[config.mk]
export PLATFORM = sky130hd
export DESIGN_NAME = fetch_inst_queue_flat
export DESIGN_NICKNAME = d
export VERILOG_FILES = /design/src/rtl/fetch_inst_queue_if.sv /design/src/rtl/fetch_inst_queue.sv /design/src/flat_wrapper.sv
export SDC_FILE = /design/constraint.sdc
export NUM_CORES = 1
export LEC_CHECK = 0
export ABC_CLOCK_PERIOD_IN_PS = 4380
export CAP_MARGIN = 15
export CORE_AREA = 3 3 303 185
export DETAILED_ROUTE_END_ITERATION = 8
export DIE_AREA = 0 0 306 188
export GPL_ROUTABILITY_DRIVEN = 1
export SETUP_SLACK_MARGIN = 0.3
export SYNTH_ARGS = -nofsm -noshare
export SYNTH_HDL_FRONTEND = slang
export SYNTH_SLANG_ARGS = --single-unit
[constraint.sdc]
create_clock -name clk -period 4.38 [get_ports clk]
set_input_delay 0.876 -clock clk [delete_from_list [all_inputs] [get_ports clk]]
set_output_delay 0.876 -clock clk [all_outputs]
set_load 0.05 [all_outputs]
[src/rtl/fetch_inst_queue_if.sv]
// Shared fetch-side types and the handshake bundle between fetch, the I-cache
// response path, the instruction queue and decode.
package fetch_inst_queue_pkg;
    typedef logic [31:0] virt_t;

    typedef struct packed {
        logic       ex;
        logic [4:0] exccode;
        logic       bd;
        virt_t      badvaddr;
        logic       tlb_refill;
    } exception_t;

    typedef struct packed {
        logic        valid;
        virt_t       pc;
        logic [31:0] inst;
        exception_t  exception;
    } fs_to_ds_bus_t;

    typedef struct packed {
        logic flush;
    } pipeline_flush_t;
endpackage

interface fetch_inst_queue_if #(parameter int DEPTH = 4);
    import fetch_inst_queue_pkg::*;
    localparam int CW = $clog2(DEPTH) + 1;

    logic            icache_req_fire;
    logic            icache_resp_valid;
    virt_t           icache_resp_pc;
    logic [31:0]     icache_resp_inst;
    exception_t      icache_resp_exception;
    logic            fq_req_allow;
    logic            ds_allowin;
    fs_to_ds_bus_t   fs_to_ds_bus;
    logic            bpu_flush;
    pipeline_flush_t pipeline_flush;
    logic [CW-1:0]   fq_count;

    modport master (
        output icache_req_fire, icache_resp_valid, icache_resp_pc, icache_resp_inst,
               icache_resp_exception, ds_allowin, bpu_flush, pipeline_flush,
        input  fq_req_allow, fs_to_ds_bus, fq_count
    );

    modport slave (
        input  icache_req_fire, icache_resp_valid, icache_resp_pc, icache_resp_inst,
               icache_resp_exception, ds_allowin, bpu_flush, pipeline_flush,
        output fq_req_allow, fs_to_ds_bus, fq_count
    );
endinterface

[src/rtl/fetch_inst_queue.sv]
// IF->ID instruction queue: reserves a slot per outstanding I-cache request,
// drops wrong-path responses after flushes and can retain a delay-slot head.
module fetch_inst_queue
    import fetch_inst_queue_pkg::*;
#(
    parameter int DEPTH = 4
) (
    input  logic               clk,
    input  logic               reset,
    fetch_inst_queue_if.slave  fq
);
    localparam int AW = $clog2(DEPTH);
    localparam int CW = AW + 1;
    localparam logic [CW:0] DEPTH_W = (CW+1)'(DEPTH);

    logic [AW-1:0] rd_ptr, wr_ptr;
    logic [CW-1:0] count, outst, discard, outst_nxt;
    logic [CW:0]   reserved;

    virt_t       mem_pc   [DEPTH];
    logic [31:0] mem_inst [DEPTH];
    exception_t  mem_exc  [DEPTH];

    logic head_valid, pop, push, keep_bd, any_flush, wr_en;

    assign head_valid = (count != '0);
    assign pop        = head_valid && fq.ds_allowin;
    assign push       = fq.icache_resp_valid && (discard == '0);
    assign keep_bd    = head_valid && !pop && mem_exc[rd_ptr].bd;
    assign any_flush  = fq.pipeline_flush.flush || fq.bpu_flush;
    assign wr_en      = push && !any_flush;

    always_comb begin
        outst_nxt = outst;
        case ({fq.icache_req_fire, fq.icache_resp_valid})
            2'b10:   outst_nxt = outst + CW'(1);
            2'b01:   outst_nxt = outst - CW'(1);
            default: outst_nxt = outst;
        endcase
    end

    // Dead responses already counted in discard must not hold a reservation.
    assign reserved        = {1'b0, count} + {1'b0, outst} - {1'b0, discard};
    assign fq.fq_req_allow = (reserved < DEPTH_W);

    assign fq.fq_count           = count;
    assign fq.fs_to_ds_bus.valid = head_valid;
    assign fq.fs_to_ds_bus.pc    = mem_pc[rd_ptr];
    assign fq.fs_to_ds_bus.inst  = mem_inst[rd_ptr];
    assign fq.fs_to_ds_bus.exception = mem_exc[rd_ptr];

    always_ff @(posedge clk) begin
        if (reset) begin
            rd_ptr  <= '0;
            wr_ptr  <= '0;
            count   <= '0;
            outst   <= '0;
            discard <= '0;
        end else begin
            outst <= outst_nxt;
            if (fq.pipeline_flush.flush) begin
                rd_ptr  <= '0;
                wr_ptr  <= '0;
                count   <= '0;
                discard <= outst_nxt;
            end else if (fq.bpu_flush) begin
                discard <= outst_nxt;
                if (keep_bd) begin
                    count  <= CW'(1);
                    wr_ptr <= rd_ptr + AW'(1);
                end else begin
                    count  <= '0;
                    rd_ptr <= rd_ptr + AW'(pop);
                    wr_ptr <= rd_ptr + AW'(pop);
                end
            end else begin
                if (fq.icache_resp_valid && (discard != '0))
                    discard <= discard - CW'(1);
                if (push)
                    wr_ptr <= wr_ptr + AW'(1);
                if (pop)
                    rd_ptr <= rd_ptr + AW'(1);
                case ({push, pop})
                    2'b10:   count <= count + CW'(1);
                    2'b01:   count <= count - CW'(1);
                    default: count <= count;
                endcase
            end
        end
    end

    always_ff @(posedge clk) begin
        if (wr_en) begin
            mem_pc[wr_ptr]   <= fq.icache_resp_pc;
            mem_inst[wr_ptr] <= fq.icache_resp_inst;
            mem_exc[wr_ptr]  <= fq.icache_resp_exception;
        end
    end

    overflow_chk: assert property (@(posedge clk) disable iff (reset)
        !(push && !pop && !any_flush && (count == CW'(DEPTH))));

endmodule
[src/flat_wrapper.sv]
// flat-port wrapper written by rule: the top's interface ports become plain ports
module fetch_inst_queue_flat import fetch_inst_queue_pkg::*;
#(
    parameter int DEPTH = 4
)
  (clk, reset, fq_icache_req_fire, fq_icache_resp_valid, fq_icache_resp_pc, fq_icache_resp_inst, fq_icache_resp_exception, fq_ds_allowin, fq_bpu_flush, fq_pipeline_flush, fq_fq_req_allow, fq_fs_to_ds_bus, fq_fq_count);
  fetch_inst_queue_if #(.DEPTH(DEPTH)) fq_i ();
  input  logic clk;
  input  logic reset;
  input wire logic [$bits(fq_i.icache_req_fire)-1:0] fq_icache_req_fire;
  input wire logic [$bits(fq_i.icache_resp_valid)-1:0] fq_icache_resp_valid;
  input wire logic [$bits(fq_i.icache_resp_pc)-1:0] fq_icache_resp_pc;
  input wire logic [$bits(fq_i.icache_resp_inst)-1:0] fq_icache_resp_inst;
  input wire logic [$bits(fq_i.icache_resp_exception)-1:0] fq_icache_resp_exception;
  input wire logic [$bits(fq_i.ds_allowin)-1:0] fq_ds_allowin;
  input wire logic [$bits(fq_i.bpu_flush)-1:0] fq_bpu_flush;
  input wire logic [$bits(fq_i.pipeline_flush)-1:0] fq_pipeline_flush;
  output wire logic [$bits(fq_i.fq_req_allow)-1:0] fq_fq_req_allow;
  output wire logic [$bits(fq_i.fs_to_ds_bus)-1:0] fq_fs_to_ds_bus;
  output wire logic [$bits(fq_i.fq_count)-1:0] fq_fq_count;
  assign fq_i.icache_req_fire = fq_icache_req_fire;
  assign fq_i.icache_resp_valid = fq_icache_resp_valid;
  assign fq_i.icache_resp_pc = fq_icache_resp_pc;
  assign fq_i.icache_resp_inst = fq_icache_resp_inst;
  assign fq_i.icache_resp_exception = fq_icache_resp_exception;
  assign fq_i.ds_allowin = fq_ds_allowin;
  assign fq_i.bpu_flush = fq_bpu_flush;
  assign fq_i.pipeline_flush = fq_pipeline_flush;
  assign fq_fq_req_allow = fq_i.fq_req_allow;
  assign fq_fs_to_ds_bus = fq_i.fs_to_ds_bus;
  assign fq_fq_count = fq_i.fq_count;
  fetch_inst_queue #(.DEPTH(DEPTH)) u_core (.clk(clk), .reset(reset), .fq(fq_i));
endmodule
Yosys cells after proc, flatten, opt, wreduce, memory -nomap -nowiden

Memory sizes are Yosys's and may differ from the RTL's. A register that Yosys moved wholly into a read port is not among the register bits.
Cells that the tools add are included.

Bits in registers: 13
Bits in writable memories: 416
Bits of input ports: 111
Output and inout port bits: 109
Logic and storage cells: 63
Memories: 3

$add $sub $neg: 10
Magnitude comparators: 1
Eq/ne operators: 5
Multiplexer cells: 21
Reduce and logical (&&, ||, !) cells: 18

Memories:

| memory          | depth | bits a word | read ports | clocked after memory_dff | write ports | RTL line               | RTL |
|---|---|---|---|---|---|---|---|
| u_core.mem_exc  | 4     | 40          | 1          | 1                        | 1           | fetch_inst_queue.sv:22 | `exception_t mem_exc [DEPTH];` |
| u_core.mem_inst | 4     | 32          | 1          | 1                        | 1           | fetch_inst_queue.sv:21 | `logic [31:0] mem_inst [DEPTH];` |
| u_core.mem_pc   | 4     | 32          | 1          | 1                        | 1           | fetch_inst_queue.sv:20 | `virt_t mem_pc [DEPTH];` |

Operators with widths:

| cell                                                        | count |
|---|---|
| 2-to-1 mux 2 bit                                            | 12 |
| 2-to-1 mux 3 bit                                            | 4 |
| case mux 3 bit (2 select lines)                             | 2 |
| nonzero test 3 bit                                          | 4 |
| subtractor 3 x 1 -> 3 bit (second input constant)           | 3 |
| adder 3 x 1 -> 3 bit (second input constant)                | 2 |
| logical AND 1 bit                                           | 6 |
| adder 2 x 1 -> 2 bit (second input constant)                | 2 |
| adder 3 x 3 -> 4 bit                                        | 1 |
| equality test 2 x 1 -> 1 bit (second input constant)        | 2 |
| equality test 2 bit (second input constant)                 | 2 |
| less-than comparator 4 x 3 -> 1 bit (second input constant) | 1 |
| nonzero test 2 bit                                          | 2 |
| subtractor 4 x 3 -> 4 bit                                   | 1 |
| logical NOT 3 bit                                           | 1 |
| 2-to-1 mux 1 bit                                            | 3 |
| adder 2 x 1 -> 2 bit                                        | 1 |
| logical NOT 1 bit                                           | 2 |
| inequality test 2 bit (second input constant)               | 1 |
| AND reduction 2 bit                                         | 1 |
| OR reduction 2 bit                                          | 1 |
| logical OR 1 bit                                            | 1 |

Logic depth before layout (Yosys ltp)

Depth in word-level cells: 9
Gate-level depth with buffers: 9
Depth with buffers taken out: 9

Worst setup path before layout

OpenSTA, ideal clock, no wires.

Path kind: in2reg
Start: in fq_icache_resp_valid
End: mem u_core.mem_exc[0][0] in the netlist's numbering, enable pin
Setup time: 0.476 ns
Arrival time: 3.829 ns
Data required time: 3.904 ns
Path slack: 0.075 ns
Cell stages on the path: 3
Path buffers: 1
Cell sequence: and3b_1 clkbuf_1 and3_1

Cells in the longest elaborated chain, start to end: 4

Ends and longest elaborated chain:

| item                                   | RTL line               | RTL |
|---|---|---|
| start, declared                        | flat_wrapper.sv:11     | `input wire logic [$bits(fq_i.icache_resp_valid)-1:0] fq_icache_resp_valid;` |
| logical AND 1 bit                      | fetch_inst_queue.sv:28 | `assign push = fq.icache_resp_valid && (discard == '0);` |
| logical AND 1 bit                      | fetch_inst_queue.sv:31 | `assign wr_en = push && !any_flush;` |
| 2-to-1 mux 1 bit                       | fetch_inst_queue.sv:93 | `if (wr_en) begin` |
| 2-to-1 mux 1 bit (implied by the code) | fetch_inst_queue.sv:96 | `mem_exc[wr_ptr] <= fq.icache_resp_exception;` |
| end, declared                          | fetch_inst_queue.sv:22 |  |

No other way between the ends.

==> run metrics <==
Reg power frac 0.524; TritonCTS Buffers 41; path type of the worst setup path register to output port; Post-Syn Instances 669; VDD IR max 285.5 uV; power share of the clock group 0.408; GR Overflow Total 0; Post-Syn Area 16020 sq um; Net Sw Frac 0.2066; dpl hpwl 19.63 mm; wire per inst 19.74 microns; clock skew 0.01753 ns; final worst path period share 0.8617; simple-gate area share of the yosys netlist 0.01320; gpl congestion 0.7239; P_sw 1.814 mW; DR pass1 iterations 4; RSZ-0062 raised after global routing no; P_int 6.963 mW; CTS Hold Bufs 0; Synth cell types 38; largest net degree at the start of global routing 64; Worst-Skew Late Latency 0.53 ns; initial antenna violation count 0; Max Transition Viols Final 0; DIE WIDTH 306 microns; Data arrival, critical path 2.90 ns; Worst Tran Pin Value 0.7236 ns; Die ar. 57530 sq um; Pwr Density 425.3 nW/um^2; P&R area growth vs syn 28.84%; Fmax 265.0 MHz; worst path required time 3.50 ns; setup TNS 0 ns; Final min period 3.774 ns; placed insts 1594; DP Area 19290 sq um; post-route ant nets 0; crit end category output port; Via density 4.459; clock buffer depth 3; post-route cell area 20630 sq um; Seq/Total Area, Yosys 0.7988; port bufs 219; run status finished, final reports clean; final wirelength 32.87 mm; critical path launch point type register; GRT Total Usage 0.1155; # resized after CTS 1; yosys warns 0; core area 53760 sq um; CTS tree built; compound-gate portion of the synthesized area 0.009141; Post-Syn Area per Cell 23.94 sq um; num ports 220; maxcap violations 0; drt initial violations 460; Initial Util 0.2979; number of global-route vias before repair 8193; root buf cell clkbuf_16; crit path max fanout 19; synthesized flop and latch total 431; adder-cell share of the synthesized area 0.01359; # setup viols final 0; hold crit path type register to register; H-Tree Depth 2; final hold vios 0; combinational power share 0.068; Post-synth EDFFs 416; syn_nets 795; Slew HR 0.5176; main combinational cell family by area after synthesis multiplexers; Post-synth ARST share 0; via count 7424; Die Y 188 microns; fillers 4802; mux cell area share after synthesis 0.1475; Core Util, Final 0.3838; CTS Sinks 431; Design Power 8.777 mW; Lkg Pwr 6.362 nW; setup bufs post-CTS 0; Most used DFF post-synth edfxtp_1; row cnt 66; CTS clock-pin slew for the worst setup and hold paths 0.06 ns; post-route DRC violation count 0; Finished Layout Cells 1665; Layout Nets 1049; first-pass GRT wire length 50.96 mm; layout cells sized above 1 0.1989; Synth Area in XOR/XNOR 0.006016
==> state kept, by name (all words and copies together) (netlist names), named ones only <==
name / count
u_core.mem_inst: 128
u_core.fq.fq_count: 3
u_core.mem_pc: 128
u_core.rd_ptr: 2
u_core.wr_ptr: 2
u_core.outst: 3
u_core.mem_exc: 160
u_core.discard: 3
==> power groups by stage <==
stage | Sequential, mW | Combinational (mW) | Clock, mW
after floorplan | 4.69 | 0.329 | 0
after global placement | 4.69 | 0.605 | 0
after detailed placement | 4.69 | 0.609 | 0
after CTS | 4.60 | 0.608 | 3.72
after global routing | 4.60 | 0.645 | 3.91
final | 4.60 | 0.598 | 3.58
==> cells in the final DEF, fill, tap and decap left out, drive strengths merged, types with 2 or more instances in the layout <==
cell type	instances
nand3	4
or3	3
clkbuf	50
a21oi	5
o21ai	5
mux2i	2
xnor2	5
clkinv	12
clkdlybuf4s50	218
and3	5
mux4	104
nand2	6
bufinv	7
o31ai	2
inv	17
ha	11
dfxtp	15
nor3	4
edfxtp	416
nor2	11
xor2	6
nor2b	4
buf	20
fa	4
==> per-stage QoR <==
step	worst slack, ns	hold WS, ns
floorplan	0.4105	0.4641
global placement	0.8295	0.4821
detailed placement	0.8661	0.4935
CTS	0.4582	0.5084
global route	0.3975	0.5658
finish	0.6058	0.5060
==> worst paths after layout <==
kind                   start                  end  slack, ns  depth (start not counted)
min          u_core.outst[1]      u_core.outst[1]       0.51                          2
max reg2reg         register     u_core.wr_ptr[1]       2.03                          6
max                 register  fq_fs_to_ds_bus[33]       0.61                          3
min reg2reg  u_core.outst[1]      u_core.outst[1]       0.51                          2
==> worst max-delay path, cell delays in order (launching register included) <==
cell	delay, ns
dfxtp_4	0.62
buf_4	0.39
mux4_2	0.62
clkdlybuf4s50_1	0.73
==> layout make-up <==
type / count / area [sq um] / share of cell area
Tap cell: 714 / 893.4 / 0.04329
Clock inverter: 20 / 282.8 / 0.01370
Sequential cell: 431 / 12800 / 0.6203
Timing Repair Buffer: 239 / 2479 / 0.1201
Antenna cell: 1 / 2.502 / 0.0001213
Inverter: 17 / 63.81 / 0.003092
Multi-Input combinational cell: 193 / 3054 / 0.1480
Clock buffer: 50 / 1060 / 0.05136
==> routing by layer <==
metal	vias up	track usage	wire length, microns
li1	3309	-	-
met1	3908	0.1554	14730
met2	167	0.1854	15410
met3	40	0.03782	2272
met4	0	0.02148	452
met5	-	0	0
==> kinds of logic after synthesis <==
group | Yosys count
multiplexers | 106
XOR/XNOR | 11
AO/OA/AOI/OAI | 21
AND/OR/NAND/NOR | 40
adder cells (fa/ha/maj) | 15
flip-flops | 431
buffers and inverters | 45
==> cells in the mapped netlist, drive strengths merged (2+ instances only) <==
| cell type | count | area (sq um) |
|---|---|---|
| buf | 16 | 80.08 |
| or3 | 3 | 18.77 |
| fa | 4 | 80.08 |
| a21oi | 5 | 25.02 |
| xnor2 | 5 | 43.79 |
| nor3 | 4 | 25.02 |
| dfxtp | 15 | 300.3 |
| edfxtp | 416 | 12490 |
| ha | 11 | 137.6 |
| nand2 | 6 | 22.52 |
| nand3 | 4 | 25.02 |
| inv | 17 | 63.81 |
| o21ai | 5 | 25.02 |
| nor2b | 4 | 25.02 |
| clkbuf | 12 | 45.04 |
| mux4 | 104 | 2342 |
| mux2i | 2 | 20.02 |
| and3 | 5 | 31.28 |
| o31ai | 2 | 28.78 |
| nor2 | 11 | 41.29 |
| xor2 | 6 | 52.55 |
Power figures use the tool's default switching activity.
